--- src/rtl/seg7_pkg.sv ---
// Shared segment codes for the 7-segment scan driver (active-low {g,f,e,d,c,b,a}).
package seg7_pkg;

  localparam logic [6:0] SEG_BLANK = 7'h7F;
  localparam logic [6:0] SEG_DASH  = 7'h3F;

  // Index 0 is the rightmost entry: 0..9, A, b, C, d, E, F.
  localparam logic [15:0][6:0] SEG_HEX = {
    7'h0E, 7'h06, 7'h21, 7'h46, 7'h03, 7'h08, 7'h10, 7'h00,
    7'h78, 7'h02, 7'h12, 7'h19, 7'h30, 7'h24, 7'h79, 7'h40
  };

endpackage

--- src/rtl/seg7_decode.sv ---
// Nibble to active-low segment pattern; non-decimal nibbles show a dash in BCD mode.
module seg7_decode
  import seg7_pkg::*;
(
  input  logic [3:0] i_nibble,
  input  logic       i_hex_mode,
  output logic [6:0] o_seg
);

  // Table lookup, overridden by the dash for invalid BCD values.
  always_comb begin
    o_seg = SEG_HEX[i_nibble];
    if (!i_hex_mode && (i_nibble > 4'd9)) begin
      o_seg = SEG_DASH;
    end
  end

endmodule

--- src/rtl/seg7_scan_driver.sv ---
// Time-multiplexed common-anode 7-segment driver with per-frame digit snapshot,
// anti-ghost blanking, leading-zero suppression, decimal points and digit masks.
module seg7_scan_driver
  import seg7_pkg::*;
#(
  parameter int unsigned NUM_DIGITS   = 8,
  parameter int unsigned REFRESH_DIV  = 100000,
  parameter int unsigned BLANK_CYCLES = 16
) (
  input  logic                    clkSignal,
  input  logic                    rst,
  input  logic [4*NUM_DIGITS-1:0] digits,
  input  logic                    hex_mode,
  input  logic                    lzs_en,
  input  logic [NUM_DIGITS-1:0]   blank_mask,
  input  logic [NUM_DIGITS-1:0]   dp_mask,
  output logic [NUM_DIGITS-1:0]   an,
  output logic [6:0]              seg,
  output logic                    dp,
  output logic                    frame_done
);

  localparam int unsigned DivW = (REFRESH_DIV > 1) ? $clog2(REFRESH_DIV) : 1;
  localparam int unsigned IdxW = (NUM_DIGITS > 1) ? $clog2(NUM_DIGITS) : 1;
  localparam logic [DivW-1:0] DivLast  = DivW'(REFRESH_DIV - 1);
  localparam logic [DivW-1:0] BlankEnd = DivW'(BLANK_CYCLES);
  localparam logic [IdxW-1:0] IdxLast  = IdxW'(NUM_DIGITS - 1);

  logic [DivW-1:0]                 r_div_cnt;
  logic [IdxW-1:0]                 r_idx;
  logic [NUM_DIGITS-1:0][3:0]      r_snap;
  logic [NUM_DIGITS-1:0]           r_an;
  logic [6:0]                      r_seg;
  logic                            r_dp;
  logic                            r_frame_done;

  logic                            w_frame_start;
  logic [NUM_DIGITS-1:0]           w_upper_zero;
  logic                            w_dark;
  logic                            w_lit;
  logic [6:0]                      w_seg;
  logic [NUM_DIGITS-1:0]           w_an_d;
  logic [6:0]                      w_seg_d;
  logic                            w_dp_d;
  logic                            w_frame_done_d;

  assign w_frame_start = (r_idx == '0) && (r_div_cnt == '0);

  // Slot timer and digit index; idx wraps explicitly so non-power-of-2 counts work.
  always_ff @(posedge clkSignal or negedge rst) begin
    if (!rst) begin
      r_div_cnt <= '0;
      r_idx     <= '0;
    end else if (r_div_cnt == DivLast) begin
      r_div_cnt <= '0;
      r_idx     <= (r_idx == IdxLast) ? '0 : r_idx + IdxW'(1);
    end else begin
      r_div_cnt <= r_div_cnt + DivW'(1);
    end
  end

  // Snapshot digits once per frame so a frame never mixes old and new values.
  always_ff @(posedge clkSignal or negedge rst) begin
    if (!rst) begin
      r_snap <= '0;
    end else if (w_frame_start) begin
      r_snap <= digits;
    end
  end

  // w_upper_zero[i]: snapshot digits i..NUM_DIGITS-1 are all zero.
  always_comb begin
    logic v_zero;
    v_zero       = 1'b1;
    w_upper_zero = '0;
    for (int i = int'(NUM_DIGITS) - 1; i >= 0; i--) begin
      v_zero          = v_zero & (r_snap[i] == 4'h0);
      w_upper_zero[i] = v_zero;
    end
  end

  assign w_dark = blank_mask[r_idx] | (lzs_en & (r_idx != '0) & w_upper_zero[r_idx]);
  assign w_lit  = (r_div_cnt >= BlankEnd) & ~w_dark;

  seg7_decode u_decode (
    .i_nibble   (r_snap[r_idx]),
    .i_hex_mode (hex_mode),
    .o_seg      (w_seg)
  );

  // Next output values: dark by default, one anode low during a lit phase.
  always_comb begin
    w_an_d  = '1;
    w_seg_d = SEG_BLANK;
    w_dp_d  = 1'b1;
    if (w_lit) begin
      w_an_d[r_idx] = 1'b0;
      w_seg_d       = w_seg;
      w_dp_d        = ~dp_mask[r_idx];
    end
    w_frame_done_d = (r_idx == IdxLast) && (r_div_cnt == DivLast);
  end

  // Registered pin drivers; reset forces the display dark immediately.
  always_ff @(posedge clkSignal or negedge rst) begin
    if (!rst) begin
      r_an         <= '1;
      r_seg        <= SEG_BLANK;
      r_dp         <= 1'b1;
      r_frame_done <= 1'b0;
    end else begin
      r_an         <= w_an_d;
      r_seg        <= w_seg_d;
      r_dp         <= w_dp_d;
      r_frame_done <= w_frame_done_d;
    end
  end

  assign an         = r_an;
  assign seg        = r_seg;
  assign dp         = r_dp;
  assign frame_done = r_frame_done;

endmodule
--- config.mk ---
export PLATFORM = sky130hd
export DESIGN_NAME = seg7_scan_driver
export DESIGN_NICKNAME = d
export VERILOG_FILES = /design/src/rtl/seg7_pkg.sv /design/src/rtl/seg7_decode.sv /design/src/rtl/seg7_scan_driver.sv
export SDC_FILE = /design/constraint.sdc
export NUM_CORES = 1
export LEC_CHECK = 0
export CORE_MARGIN = 3
export CORE_UTILIZATION = 52
export CTS_BUF_LIST = sky130_fd_sc_hd__clkbuf_4 sky130_fd_sc_hd__clkbuf_8 sky130_fd_sc_hd__clkbuf_16
export DETAILED_ROUTE_END_ITERATION = 12
export PLACE_DENSITY = 0.92
export SLEW_MARGIN = 20
export SYNTH_ARGS = -nofsm -noshare
export SYNTH_HDL_FRONTEND = slang
export SYNTH_SLANG_ARGS = --single-unit
export TNS_END_PERCENT = 30
--- constraint.sdc ---
create_clock -name clkSignal -period 3.65 [get_ports clkSignal]
set_clock_uncertainty 0.1 [all_clocks]
set_input_delay 0.73 -clock clkSignal [delete_from_list [all_inputs] [get_ports clkSignal]]
set_output_delay 0.73 -clock clkSignal [all_outputs]
set_load 0.005 [all_outputs]
---- Word level (Yosys, flattened, before mapping) ----
Memory sizes are Yosys's and may differ from the RTL's.
Index checks and enable logic that the tools add are counted.
storage, ports and cells
  memories ................................ 1
  input bits .............................. 52
  output and inout bits ................... 17
  flip-flop bits (word level) ............. 69
  ROM bits ................................ 112
  word-level logic and storage cells ...... 71
memory list
  memory           words  width  read ports  clocked after memory_dff  wr ports  RTL line           RTL
  (no name shown)  16     7      1           0                         0         seg7_decode.sv:12  o_seg = SEG_HEX[i_nibble];
operators by class
  bitwise operators ....................... 14
  add/subtract/negate cells ............... 2
  eq/ne operators ......................... 2
  order comparisons ....................... 5
  muxes and demuxes ....................... 17
  reduce and logical (&&, ||, !) cells .... 16
operators with widths
  kind                   count
  $logic_not 4->1        8
  $mux 7                 3
  $add 17x1->17 const B  1
  $eq 17x17->1 const B   1
  $ge 17x5->1 const B    1
  $logic_not 17->1       1
  $mux 17                1
  $bmux 4 s3             1
  $and 1x1->1            10
  $bmux 1 s3             3
  $mux 8                 1
  $not 8->8              1
  $lt 4x5->1 const B     1
  $mux 1                 5
  $gt 4x4->1 const B     1
  $logic_and 1x1->1      4
  $lt 3x4->1 const B     1
  $mux 4                 1
  $add 3x1->3 const B    1
  $demux 1 s3            1
  $eq 3x3->1 const B     1
  $ge 3x1->1 const B     1
  $logic_not 3->1        1
  $mux 3                 1
  other kinds (4)        5

---- Longest topological paths before layout ----
Gate-level depths: netlist (run 1).
  word-level depth ........................ 15
  mapped depth ............................ 11
  gate-level depth less buffers ........... 9

---- Modules after synthesis ----
Synthesis (run 1) repeated with hierarchy kept, for this count alone.
second synthesis, totals
  cell total of the unflattened synthesis .. 315
  area, all modules ....................... 3,595.9 um^2
by module, submodules not included
  module            times used  area an instance (um^2)  cells each  sequential area each (um^2)
  seg7_scan_driver  1           3,275.6                  270         1,746.7
  seg7_decode       1           320.3                    45          0.0

---- Least setup slack after synthesis (run 1) ----
No wires, ideal clock.
  path kind ............................... register to register
  from .................................... register r_idx[0]
  to ...................................... register r_seg[1] (netlist: seg[1])
  stages on the path, launching flop included .. 11
  buffers on the path ..................... 1
  library setup time ...................... 0.081 ns
  data required time ...................... 3.469 ns
  slack ................................... 0.728 ns
  data arrival time ....................... 2.741 ns
  cell sequence ........................... dfrtp_1 > buf_4 > mux4_2 > and2_1 > a21oi_2 > inv_1 > ha_1 > or2_2 > a2111oi_0 > a211oi_2 > o211ai_1
between the ends
  word-level cells in the longest chain between the ends .. 7
  elaborated cells between the ends (all ways) .. 18
  those cells by class .................... order compare: 1; mux: 9; bitwise: 5; reduce/logical: 2; memory: 1
ends and longest elaborated chain
  element                                               RTL line                 RTL
  start: declaration                                    seg7_scan_driver.sv:30   logic [IdxW-1:0] r_idx;
  start signal: assignment                              seg7_scan_driver.sv:56   r_idx <= (r_idx == IdxLast) ? '0 : r_idx + IdxW'(1);
  branches (longest 6 deep; another with $mem_v2 16x7)  --
  $mux 7 *                                              seg7_scan_driver.sv:96   if (w_lit) begin
  net w_seg_d[1]                                        seg7_scan_driver.sv:43   logic [6:0] w_seg_d;
  end signal: assignment                                seg7_scan_driver.sv:113  r_seg <= w_seg_d;
  end: declaration                                      seg7_scan_driver.sv:33   logic [6:0] r_seg;
Mark *: on every way through the listed nets, which the timed path passes. The select of a mux whose other input is x is not followed.
A chain may end at the register's enable or synchronous reset.

---- Final worst setup path (run 1) ----
  from .................................... register r_idx[1]
  to ...................................... register r_seg[1] (netlist: seg[1])
Same word-level chain as after synthesis.

==> run_results.csv, run 1 <==
group,metric,value,unit
timing,fmax,0.296,GHz
clock_tree,cts_tree,"yes",
routing,top_layer_used,"met4",
global_route,antenna_found_initial,0,
yosys,syn_area,3570,µm²
floorplan,pin_count,69,
timing,whs,0.295,ns
setup_path,max_stage_delay,0.68,ns
global_route,track_usage,22.6,%
routing,route.detailed.drc,0,
routing,num_vias,2764,
setup_path,cp.depth,9,
routing,firstDrtPassIters,6,
yosys,synth_top_area_cell,"dfrtp_1",
setup_path,cp_max_fo,16,
global_route,grt_pass1_wl,13.6,mm
clock_tree,numCtsBuffers,9,
floorplan,die_area,7900,µm²
setup_path,worst-endpoint-arrival,3.53,ns
run,cap_viol_max_count,0,
floorplan,core,6490,µm²
power,total_power,1.73,mW
placement,post-dp-hpwl,6.12,mm
global_route,grt_pass1_vias,2886,
run_status,status,"finished, final reports clean",
power,pwr_density_cell,377,nW/µm²
clock_tree,clk_latency,0.35,ns
timing,setup_tns,0,ns
setup_path,crit_chain,"mux4_2 -> and2_1 -> a21oi_2 -> inv_1 -> ha_1 -> or2_2 -> a2111oi_0 -> a211oi_2 -> o211ai_1",
setup_path,required,3.80,ns
timing,min_period,3.37,ns
clock_tree,clk_pin_slew,0.07,ns
timing,slew_headroom,52.3,%
setup_path,crit_buf_inv,1,
clock_tree,cts-root-buf,"clkbuf_8",
timing,finalSetupViolCount,0,
min_path,hold_class,"input port to async pin",
yosys,synthTopCellsByArea,"dfrtp_1, dfstp_2, mux2_1",
placement,dpl_cell_area,4330,µm²
cells_and_area,drive_above_1_share,14.9,%
floorplan,dieWidth,88.9,µm
placement,placed_cells,449,
yosys,ys_dominant_reg_cell,"dfrtp_1",
floorplan,placementRows,29,
clock_tree,htreeDepth,3,
clock_tree,post-cts-setup-buffers,0,
yosys,syn_avg_cell_area,11.6,µm²
clock_tree,cts_resized,0,
routing,wire_per_inst,17.4,µm
yosys,synth_top_area_share,37.1,%
routing,postRouteAntennaNets,0,
routing,route.met2.wl,3.86,mm
yosys,synthCells,309,
setup_path,path_delay_family,"compound AO/OA/AOI/OAI gates",
clock_tree,cts_buffer_depth,2,
routing,wl_met3,606,µm
power,p_leak,1.85,nW
yosys,async_flop_share,100,%
timing,setup_ws,0.276,ns
yosys,synth_common_cells,"dfrtp_1, mux2_1, nand3_1",
global_route,grt.overflow.total,0,
placement,gp_congestion,0.883,
timing,hold_violations,0,
cells_and_area,instances_no_fill,465,
yosys,synth_cell_type_count,46,
yosys,synth-edff-count,0,
setup_path,worstSetupStartpointType,"register",
cells_and_area,n_antenna_cell,0,
setup_path,worstRegToRegCells,9,
floorplan,die_y,88.9,µm
clock_tree,clkSinkCount,69,
floorplan,initial_core_util,55.0,%
routing,first_iter_violations,221,
timing,report.final.slew_viol_count,0,
routing,detail_route.wirelength,8.09,mm
routing,wl_met1,3.45,mm
routing,vias_per_cell,5.94,
cells_and_area,utilization,70.5,%
timing,rsz0062_at_grt,"no",
cells_and_area,area_delta_synth_final,28.2,%
cells_and_area,fin_nets,446,
yosys,syn_nets,372,
global_route,grt_max_degree,34,
placement,place_ws,0.379,ns
setup_path,slowest_stage,"dfrtp_1",
placement,io_buffers,68,
yosys,ys_warn_count,0,
yosys,ys_ff_latch,69,
yosys,synth.most_common_cell,"dfrtp_1",
power,peakVddDrop,0.000241,V
setup_path,end_kind,"register",
cells_and_area,final_cell_area,4580,µm²
timing,worst_pin_slew,0.697,ns
timing,period_share,92.4,%
setup_path,criticalPathCategory,"register to register",
clock_tree,cts_hold_buf,0,
yosys,seq_area_frac_synth,48.9,%
## layout by cell type (no fill, tap or decap), types with 5 or more instances in the layout
cell,Yosys,routed
clkbuf_8,0,10
inv_1,14,14
clkdlybuf4s50_1,0,67
xor2_1,5,5
ha_1,11,11
nor4_1,10,10
nand4_1,7,7
o21ai_0,5,5
dfrtp_1,53,53
xnor2_1,9,9
and2_1,5,5
nor2_1,17,16
nand3_1,18,18
nor3_1,6,6
a21oi_1,6,6
nand2_1,16,16
dfstp_2,16,16
mux2_1,29,29
mux2i_1,8,8
mux4_2,7,7
o211ai_1,6,6
buf_4,4,8
## flip-flops by register name, summed over array words and instances, names as in the netlist
register	flops
r_snap	32
r_div_cnt	17
an	8
seg	7
r_idx	3
dp	1
frame_done	1
## metal layers
metal  track usage, %  up-vias
met3             4.33       18
met1             29.5     1336
met2             36.7      132
met5                0        -
li1                 -     1278
met4             10.4        0
## worst paths after layout
path,from,to,slack (ns)
max reg2reg,r_idx[1],seg[1],0.28
max,r_idx[1],seg[1],0.28
min in group clkSignal,r_div_cnt[11],r_div_cnt[11],0.40
max in group asynchronous,rst,seg[1],2.30
min reg2reg,r_div_cnt[11],r_div_cnt[11],0.40
min,rst,r_div_cnt[1],0.29
## cell families (layout without fill, tap and decap cells)
kind of cell / count (synthesis) / in the layout / synth area share, %
flip-flops: 69 / 69 / 48.9
AO/OA/AOI/OAI: 41 / 41 / 8.44
buffers and inverters: 27 / 106 / 3.54
AND/OR/NAND/NOR: 98 / 98 / 14.2
XOR/XNOR: 14 / 14 / 3.43
adder cells (fa/ha/maj): 11 / 11 / 3.85
multiplexers: 49 / 49 / 17.7
## area by class of cell
class,count,area [µm²]
fillers,444,1910
repair buffers,76,736
clock inverters,6,110
clock buffers,10,138
multi-input cells,213,1700
well taps,77,96.3
inverters,14,52.6
flip-flops and latches,69,1750
## report_power, final
part	switching [mW]	internal (mW)	leakage (nW)
Sequential	0.0196	0.796	0.820
Clock	0.286	0.471	0.120
Combinational	0.0615	0.0938	0.910
Total	0.368	1.36	1.85
Power figures use the tool's default switching activity.
==> inputs of run 2 (changes only) <==
Settings changed: CORE_UTILIZATION 52 to 55, PLACE_DENSITY 0.92 to 0.95, SETUP_SLACK_MARGIN set to 0.1.
Clock period 3.65 ns to 3.9 ns, I/O delays scaled along.
==> run_results.csv, run 2 (same netlist as run 1, synthesis figures left out) <==
group,metric,value,unit
timing,fmax,0.310,GHz
clock_tree,cts_resized,0,
floorplan,dieWidth,86.6,µm
cells_and_area,final_common_cell,"clkdlybuf4s50_1",
timing,slew_headroom,58.4,%
power,peakVddDrop,0.000281,V
power,p_leak,1.84,nW
timing,rsz0062_at_grt,"no",
timing,finalSetupViolCount,0,
setup_path,cp-startpoint,"r_idx[1]",
routing,detail_route.wirelength,8.15,mm
cells_and_area,mostFrequentLayoutCells,"clkdlybuf4s50_1, dfrtp_1, mux2_1",
routing,route.detailed.drc,0,
run,cap_viol_max_count,0,
setup_path,worstSetupStartpointType,"register",
placement,place_ws,0.723,ns
global_route,antenna_found_initial,0,
routing,vias_per_cell,6.06,
placement,io_buffers,68,
routing,top_layer_used,"met4",
floorplan,initial_core_util,58.6,%
timing,report.final.slew_viol_count,0,
clock_tree,clk_latency,0.34,ns
clock_tree,post-cts-setup-buffers,0,
setup_path,end_kind,"register",
timing,setup_ws,0.677,ns
timing,setup_tns,0,ns
setup_path,slowest_stage,"dfrtp_1",
routing,firstDrtPassIters,5,
setup_path,max_stage_delay,0.70,ns
cells_and_area,fin_nets,445,
global_route,grt_pass1_wl,13.6,mm
clock_tree,cts_hold_buf,0,
cells_and_area,utilization,74.5,%
clock_tree,numCtsBuffers,9,
routing,postRouteAntennaNets,0,
floorplan,die_area,7500,µm²
cells_and_area,n_antenna_cell,0,
run_status,status,"finished, final reports clean",
timing,period_share,82.6,%
routing,route.met2.wl,4.06,mm
setup_path,cp_max_fo,16,
routing,first_iter_violations,266,
cells_and_area,seqCellArea,1750,µm²
power,pwr_density_cell,336,nW/µm²
setup_path,worst-endpoint-arrival,3.37,ns
floorplan,placementRows,28,
cells_and_area,area_delta_synth_final,27.2,%
setup_path,crit_chain,"buf_4 -> nor2_1 -> a221o_1 -> a221oi_2 -> ha_1 -> or2_2 -> a2111oi_0 -> a211oi_2 -> o221ai_1",
clock_tree,cts_buffer_depth,2,
cells_and_area,multiInputGateArea,1700,µm²
routing,wire_per_inst,17.6,µm
global_route,grt.overflow.total,0,
routing,wl_met3,653,µm
clock_tree,clk_pin_slew,0.07,ns
global_route,grt_max_degree,51,
routing,wl_met1,3.30,mm
timing,hold_violations,0,
cells_and_area,largest_reg_flops,32,
setup_path,criticalPathCategory,"register to register",
floorplan,die_y,86.6,µm
timing,worst_pin_slew,0.624,ns
floorplan,pin_count,69,
clock_tree,clkSinkCount,69,
placement,post-dp-hpwl,6.19,mm
cells_and_area,top_register,"r_snap",
cells_and_area,drive_above_1_share,15.0,%
floorplan,core,6100,µm²
timing,min_period,3.22,ns
placement,placed_cells,446,
placement,gp_congestion,0.899,
clock_tree,cts-root-buf,"clkbuf_8",
global_route,track_usage,23.4,%
clock_tree,cts_tree,"yes",
setup_path,required,4.05,ns
clock_tree,htreeDepth,3,
cells_and_area,n_fill_cell,389,
cells_and_area,instances_no_fill,462,
setup_path,r2r-start,"r_idx[1]",
min_path,hold_class,"input port to async pin",
global_route,grt_pass1_vias,2784,
routing,num_vias,2799,
run 2: final cells by class:
type                    count  share of cell area [%]
flip-flops and latches     69                    38.4
multi-input cells         213                    37.5
repair buffers             75                    16.1
clock buffers              15                    4.13
well taps                  75                    2.06
inverters                  14                    1.16
clock inverters             1                   0.661
run 2: power breakdown:
group	total [mW]	internal [mW]	switching [mW]
sequential	0.764	0.745	0.0187
combinational	0.146	0.0882	0.0581
clock	0.616	0.370	0.246
total	1.53	1.20	0.323
run 2: final timing paths:
check                      depth (start not counted)  slack [ns]             to
min                                                1        0.35     r_snap[10]
min in group clkSignal                             1        0.40  r_div_cnt[11]
max in group asynchronous                          2        2.66         seg[0]
min reg2reg                                        1        0.40  r_div_cnt[11]
max                                                9        0.68         seg[2]
max reg2reg                                        9        0.68         seg[2]
run 2: through the flow:
step	total power [mW]	cell area (µm²)	hold WS (ns)
3_3_place_gp	0.916	4320	0.383
2_1_floorplan	0.821	3570	0.360
6_report	1.53	4540	0.350
4_1_cts	1.54	4540	0.403
3_5_place_dp	0.922	4320	0.389
5_1_grt	1.58	4540	0.391
run 2: routing by layer:
layer,GRT usage (%),up-vias
met5,0,-
met4,8.64,0
met3,5.80,16
met2,38.8,138
met1,29.8,1368
li1,-,1277
run 2: critical path, delay by kind of cell, from the launching register on:
| kind | cells | cell delay, ns |
|---|---|---|
| buffers and inverters | 1 | 0.33 |
| AOI/OAI and AO/OA | 5 | 1.40 |
| DFF | 1 | 0.70 |
| and+or+nand+nor | 2 | 0.28 |
| adders and majority gates | 1 | 0.31 |
